## src/rtl/mux_pkg.sv

```systemverilog
// ----------------------------------------------------------------------------
// mux_pkg: FSM encodings and sizing helper shared by mux_n_reg.   Rev 1.0
// ----------------------------------------------------------------------------
`default_nettype none

package mux_pkg;

  localparam logic [0:0] ST_IDLE = 1'b0;
  localparam logic [0:0] ST_HOLD = 1'b1;

  function automatic int clog2(input int value);
    int r;
    r = 0;
    for (int i = 0; i < 31; i++) begin
      if ((1 << i) < value) r = i + 1;
    end
    return r;
  endfunction

endpackage

`default_nettype wire

```

## src/rtl/mux_n_reg_rr_pick.sv

```systemverilog
// ----------------------------------------------------------------------------
// rr_pick: first valid channel scanning ptr, ptr+1, ... modulo CHANNELS.   Rev 1.0
// ----------------------------------------------------------------------------
`default_nettype none

module rr_pick
  import mux_pkg::*;
#(
  parameter int CHANNELS = 4,
  parameter int SEL_W    = 2
) (
  input  logic [CHANNELS-1:0] valid,
  input  logic [SEL_W-1:0]    ptr,
  output logic [SEL_W-1:0]    pick,
  output logic                any
);

  localparam logic [SEL_W:0] CH_LIM = (SEL_W+1)'(CHANNELS);

  logic [SEL_W:0] idx;

  // Scan from the farthest offset down so the nearest valid channel wins.
  always_comb begin
    pick = '0;
    any  = 1'b0;
    idx  = '0;
    for (int i = CHANNELS - 1; i >= 0; i--) begin
      idx = {1'b0, ptr} + (SEL_W+1)'(i);
      if (idx >= CH_LIM) idx = idx - CH_LIM;
      if (valid[idx[SEL_W-1:0]]) begin
        pick = idx[SEL_W-1:0];
        any  = 1'b1;
      end
    end
  end

endmodule

`default_nettype wire

```

## src/rtl/mux_n_reg.sv

```systemverilog
// ----------------------------------------------------------------------------
// mux_n_reg: N-input registered mux with valid/ready handshake and tagging.
// Optional round-robin selection when MUX_RR_EN is defined.   Rev 1.0
// ----------------------------------------------------------------------------
`default_nettype none

module mux_n_reg
  import mux_pkg::*;
#(
  parameter  int WIDTH    = 8,
  parameter  int CHANNELS = 4,
  parameter  int CNT_W    = 16,
  localparam int SEL_W    = clog2(CHANNELS)
) (
  input  logic                      clk,
  input  logic                      rst_n,
  input  logic [CHANNELS*WIDTH-1:0] in_data,
  input  logic [CHANNELS-1:0]       in_valid,
  output logic [CHANNELS-1:0]       in_ready,
  input  logic [SEL_W-1:0]          sel,
  output logic [WIDTH-1:0]          out_data,
  output logic [SEL_W-1:0]          out_chan,
  output logic                      out_valid,
  input  logic                      out_ready,
  output logic                      sel_err,
  output logic [CNT_W-1:0]          xfer_cnt
);

  logic [0:0]       state;
  logic [SEL_W-1:0] chan;
  logic             chan_ok;
  logic             can_accept;
  logic             capture;
  logic [WIDTH-1:0] data_sel;

`ifdef MUX_RR_EN
  localparam logic [SEL_W-1:0] LAST = SEL_W'(CHANNELS - 1);

  logic [SEL_W-1:0] ptr;
  logic             any_valid;

  rr_pick #(
    .CHANNELS (CHANNELS),
    .SEL_W    (SEL_W)
  ) u_rr_pick (
    .valid (in_valid),
    .ptr   (ptr),
    .pick  (chan),
    .any   (any_valid)
  );

  assign chan_ok = any_valid;

  always_ff @(posedge clk or negedge rst_n) begin
    if (!rst_n) begin
      ptr <= '0;
    end else if (capture) begin
      ptr <= (chan == LAST) ? '0 : chan + SEL_W'(1);
    end
  end

  always_ff @(posedge clk or negedge rst_n) begin
    if (!rst_n) sel_err <= 1'b0;
    else        sel_err <= 1'b0;
  end
`else
  localparam logic [SEL_W:0] CH_LIM = (SEL_W+1)'(CHANNELS);

  assign chan    = sel;
  assign chan_ok = ({1'b0, sel} < CH_LIM);

  always_ff @(posedge clk or negedge rst_n) begin
    if (!rst_n) sel_err <= 1'b0;
    else        sel_err <= !chan_ok && (|in_valid);
  end
`endif

  // A held beat leaving this cycle frees the register for a new one.
  assign can_accept = (state == ST_IDLE) || out_ready;

  genvar k;
  generate
    for (k = 0; k < CHANNELS; k++) begin : g_ready
      assign in_ready[k] = chan_ok && can_accept && (chan == SEL_W'(k));
    end
  endgenerate

  assign capture   = |(in_valid & in_ready);
  assign out_valid = (state == ST_HOLD);

  always_comb begin
    data_sel = '0;
    for (int i = 0; i < CHANNELS; i++) begin
      if (chan == SEL_W'(i)) data_sel = in_data[i*WIDTH +: WIDTH];
    end
  end

  always_ff @(posedge clk or negedge rst_n) begin
    if (!rst_n) begin
      state    <= ST_IDLE;
      out_data <= '0;
      out_chan <= '0;
      xfer_cnt <= '0;
    end else begin
      if (capture) begin
        out_data <= data_sel;
        out_chan <= chan;
        xfer_cnt <= xfer_cnt + CNT_W'(1);
        state    <= ST_HOLD;
      end else if (out_ready) begin
        state    <= ST_IDLE;
      end
    end
  end

endmodule

`default_nettype wire

```

## config.mk

```make
export PLATFORM = sky130hd
export DESIGN_NAME = mux_n_reg
export DESIGN_NICKNAME = d
export VERILOG_FILES = /design/src/rtl/mux_pkg.sv /design/src/rtl/mux_n_reg_rr_pick.sv /design/src/rtl/mux_n_reg.sv
export SDC_FILE = /design/constraint.sdc
export NUM_CORES = 1
export LEC_CHECK = 0
export ABC_AREA = 0
export CORE_MARGIN = 2
export CORE_UTILIZATION = 36
export CTS_CLUSTER_DIAMETER = 150
export CTS_CLUSTER_SIZE = 8
export DETAILED_ROUTE_END_ITERATION = 10
export GPL_TIMING_DRIVEN = 1
export PLACE_DENSITY = 0.74
export SYNTH_ARGS = -nofsm -noshare
export SYNTH_HDL_FRONTEND = slang
export SYNTH_SLANG_ARGS = --single-unit
```

## constraint.sdc

```tcl
create_clock -name clk -period 1.55 [get_ports clk]
set_clock_uncertainty 0.15 [all_clocks]
set_input_delay 0.3875 -clock clk [delete_from_list [all_inputs] [get_ports clk]]
set_output_delay 0.3875 -clock clk [all_outputs]
set_load 0.01 [all_outputs]
```

After elaboration in Yosys (flattened, before gate mapping) --
Index checks and enable logic that the tools add are counted.
Storage, ports and cells: output and inout port bits 32, bits of input ports 41, bits in latches 0, flip-flop bits (word level) 27, logic and storage cells 24, memory bits (read-only) 0, bits in writable memories 0, memories 0
Operators by class: $lt $le $gt $ge 0, div/mod/pow operators 0, eq/ne operators 3, bitwise operators 2, muxes and demuxes 6, add/sub/neg operators 1, reduce and logical (&&, ||, !) cells 8, multiply operators 0, shift operators 0
Operator list (count):
- $mux W8 | 4
- $add A16 B1 Y16 const B | 1
- $and A4 B4 Y4 | 1
- $eq A2 B2 Y1 const B | 2
- $logic_and A1 B1 Y1 | 4
- $reduce_or A4 Y1 | 1
- $eq A2 B1 Y1 const B | 1
- $logic_not A2 Y1 | 1
- $mux W1 | 2
- $reduce_bool A2 Y1 | 1
- $logic_or A1 B1 Y1 | 1
- $not A1 Y1 | 1

Depth between registers and ports, before layout --
depth in word-level cells 6, mapped depth 8, gate-level depth less buffers 5

Least setup slack after synthesis --
OpenSTA, ideal clock, no wires.
path type input to register, from in sel[1], to reg xfer_cnt[14], required time 1321 ps, stages on the path 7, setup time 79 ps, setup slack -230 ps, arrival time 1551 ps, path through buf_4 > mux2_1 > nand3_2 > and2_4 > buf_6 > nor4_1 > xor2_1
Between the ends: cells in the longest elaborated chain, start to end 4
RTL lines:
- start: declaration | RTL line mux_n_reg.sv:20 | input logic [SEL_W-1:0] sel,
- $eq A2 B1 Y1, or another cell as far along | RTL line mux_n_reg.sv:84 | assign in_ready[k] = chan_ok && can_accept && (chan == SEL_W'(k));
- $logic_and A1 B1 Y1 | RTL line mux_n_reg.sv:84
- $and A4 B4 Y4 (*) | RTL line mux_n_reg.sv:88 | assign capture = |(in_valid & in_ready);
- $reduce_or A4 Y1 (*) | RTL line mux_n_reg.sv:88
- end signal: assignment | RTL line mux_n_reg.sv:108 | xfer_cnt <= xfer_cnt + CNT_W'(1);
- end: declaration | RTL line mux_n_reg.sv:26 | output logic [CNT_W-1:0] xfer_cnt
Every way passes the cells marked *; elsewhere a longest branch is shown, timed or not. A chain may end at the register's enable or synchronous reset.

Worst setup path after layout --
from reg state (netlist: out_valid), to out in_ready[0]
Between the ends: cells in the longest elaborated chain, start to end 3
RTL lines:
- start: declaration | RTL line mux_n_reg.sv:29 | logic [0:0] state;
- start signal: assignment | RTL line mux_n_reg.sv:100 | state <= ST_IDLE;
- start signal: assignment | RTL line mux_n_reg.sv:109 | state <= ST_HOLD;
- start signal: assignment | RTL line mux_n_reg.sv:111 | state <= ST_IDLE;
- $not A1 Y1 | RTL line mux_n_reg.sv:79 | assign can_accept = (state == ST_IDLE) || out_ready;
- $logic_or A1 B1 Y1 | RTL line mux_n_reg.sv:79
- $logic_and A1 B1 Y1 | RTL line mux_n_reg.sv:84
- end: declaration | RTL line mux_n_reg.sv:19 | output logic [CHANNELS-1:0] in_ready,
No other way between the ends.

==> qor.yml <==
cts:
  numCtsBuffers: 3
  insertion_delay_ns: 0.28
  clock_tree.root_cell: "clkbuf_8"
  cts_buffer_depth: 2
  htree_levels: 1
  cts_sinks: 27
  clk_pin_slew_ns: 0.10
  tritoncts: "done"
  ctsHoldBuffers: 0
placement:
  port_buffers: 71
  pre_cts_ws_ns: -0.772
  gp_congestion: 0.833
  hpwl_um: 3050
yosys:
  mappedNetlistArea_um2: 1440
  synth_largest_area_cell: "dfrtp_1"
  ys_seq_area_share_pct: 46.9
  yosysTopAreaCellShare_pct: 46.9
  syn_avg_cell_area_um2: 10.6
  synth_cells: 136
  yosysWarnings: 0
  syn_nets: 178
  synth_area_leaders: "dfrtp_1 (47%), mux4_2 (13%), nand2_1 (9.1%)"
  synth_cell_type_count: 28
  synth_seq_cells: 27
floorplanning:
  chipWidth_um: 67.3
  die-area_um2: 4530
  io_pins: 73
  num_rows: 22
  core-area_um2: 3740
  die_y_um: 67.3
  floorplan.initialDensity_pct: 38.5
timing:
  slew_viol_final: 0
  fin_ws_ns: -0.130
  min_period_ns: 1.68
  hold_viol: 0
  fin_crit_sh_pct: 108
  setup_viol: 9
  whs_ns: 0.320
  fmax_ghz: 0.595
  rsz0062_at_grt: "yes"
setup_path:
  r2r_cells: 6
  end_kind: "output port"
  cp.required_ns: 1.01
  cp_max_fo: 3
  path_class: "flip-flop to output port"
  cp.arrival_ns: 1.14
  cp-start-kind: "flip-flop"
power:
  power_switching_share_pct: 32.5
  switchingPower_w: 0.000835
  ir_worst_vdd_v: 0.000464
  intPower_w: 0.00173
  p_leak_nw: 1.34
  comb_power_share_pct: 46.4
  power_density_nw_per_um2: 929
  p_seq_share_pct: 37.6
  power_frac_clock_pct: 16.0
status:
  violations: "negative setup slack"
  status: "complete, but fails checks"
route:
  ant_nets: 0
  drt_wl_total_um: 4160
  vias: 1478
  drc_errors: 0
  wl_per_cell_um: 13.9
  drtIter0Drc: 25
  via_per_inst: 4.93
  dr.pass1.iters: 4
global_route:
  grt_usage_pct: 18.6
  grt_max_degree: 28
  antenna_found_initial: 0
  grt_pass1_wl_um: 6440
  first_global_vias: 1498
  grt.overflow.total: 0
hold_path:
  hold_depth: 1
  hold_class: "flip-flop to flip-flop"
job:
  max-cap-violations: 0
final_layout:
  syn_to_final_growth_pct: 91.9
  diodes: 0
  drive_gt1_share_pct: 37.7
  nets: 295
==> cells in the final DEF (no fill, tap or decap), drive strengths merged, types with 3 or more instances in the layout <==
master / n
nand2: 35
mux4: 8
xor2: 6
xnor2: 9
clkdlybuf4s15: 7
clkdlybuf4s50: 33
nand3: 8
nor3: 3
o21ai: 3
nand4: 5
and3: 3
nor2: 7
clkbuf: 3
dfrtp: 27
dlygate4sd2: 25
buf: 54
==> power by group through the flow <==
stage | Clock [W] | Sequential, W | Combinational (W)
global placement | 0 | 0.000995 | 0.000929
detailed placement | 0 | 0.00101 | 0.000959
CTS | 0.000413 | 0.000957 | 0.00104
finish | 0.000412 | 0.000966 | 0.00119
global route | 0.000447 | 0.000989 | 0.00129
floorplan | 0 | 0.00106 | 0.000303
==> cell usage after synthesis (all sizes together) <==
library cell and instances:
xor2 6, mux4 8, and2 1, nor2b 1, nor3b 1, mux2i 2
nand2b 1, and3 3, ha 1, nand4 5, conb 1, nor2 7
nor3 3, clkbuf 1, nand3 8, dfrtp 27, mux2 2, buf 7
inv 1, and4 1, nor4 2, xnor2 9, nand2 35, o21ai 3
==> path summary, 6_finish.rpt <==
kind                              start      endpoint  slack [ns]
min reg2reg                xfer_cnt[15]  xfer_cnt[15]        0.32
min                        xfer_cnt[15]  xfer_cnt[15]        0.32
max reg2reg                   out_valid   xfer_cnt[5]       -0.03
max                           out_valid   in_ready[0]       -0.13
min in group asynchronous         rst_n   xfer_cnt[5]        0.33
max in group asynchronous         rst_n   xfer_cnt[1]        0.75
==> layer usage <==
metal / part of all wire (%) / vias to the layer above / global-route usage (%) / wire length, um
li1: - / 699 / - / -
met1: 39 / 699 / 22.0 / 1630
met2: 52 / 73 / 34.3 / 2180
met3: 6.9 / 7 / 2.83 / 289
met4: 1.6 / 0 / 6.12 / 65
met5: 0 / - / 0 / 0
==> timing repair <==
item	CTS	global route
gates resized for setup	72	32
setup buffers	6	12
pin swaps	8	24
cloned	1	0
setup endpoints to repair	57	35
==> cell families (layout without fill, tap and decap cells) <==
group / after synthesis / in the layout / share of synthesized area [%]
buffers and inverters: 9 / 124 / 3.73
muxes: 12 / 12 / 15.7
xor gates and xnor gates: 15 / 15 / 9.11
other: 1 / 1 / 0.260
and+or+nand+nor: 68 / 69 / 22.4
AOI/OAI and AO/OA: 3 / 3 / 1.04
adders and majority gates: 1 / 1 / 0.868
DFF: 27 / 27 / 46.9
==> area by class of cell <==
type | count | area [um^2]
clock buffers | 3 | 41.3
fillers | 255 | 977
well taps | 48 | 60.1
clock inverters | 1 | 7.51
flip-flops and latches | 27 | 679
inverters | 1 | 3.75
repair buffers | 119 | 1100
multi-input cells | 101 | 878
==> flip-flops by register name, summed over array words and instances (netlist names) <==
signal,flops
out_valid,1
xfer_cnt,16
out_chan,2
out_data,8
==> per-stage QoR <==
stage | instance area (um^2) | instances | total power (W) | TNS [ns] | utilization (%)
CTS | 2580 | 288 | 0.00241 | -0.666 | 69.0
detailed placement | 2440 | 277 | 0.00197 | -18.81 | 65.3
global route | 2770 | 300 | 0.00273 | -1.35 | 73.9
global placement | 2440 | 277 | 0.00192 | -17.77 | 65.3
finish | 2770 | 300 | 0.00257 | -0.505 | 73.9
floorplan | 1510 | 136 | 0.00137 | -0.514 | -
==> critical path, stage by stage (launching register included) <==
cell     delay (ns)
dfrtp_2        0.45
nor2b_4        0.15
nor3_2         0.11
buf_2          0.15
No activity file was read; power rests on OpenSTA's default activity.
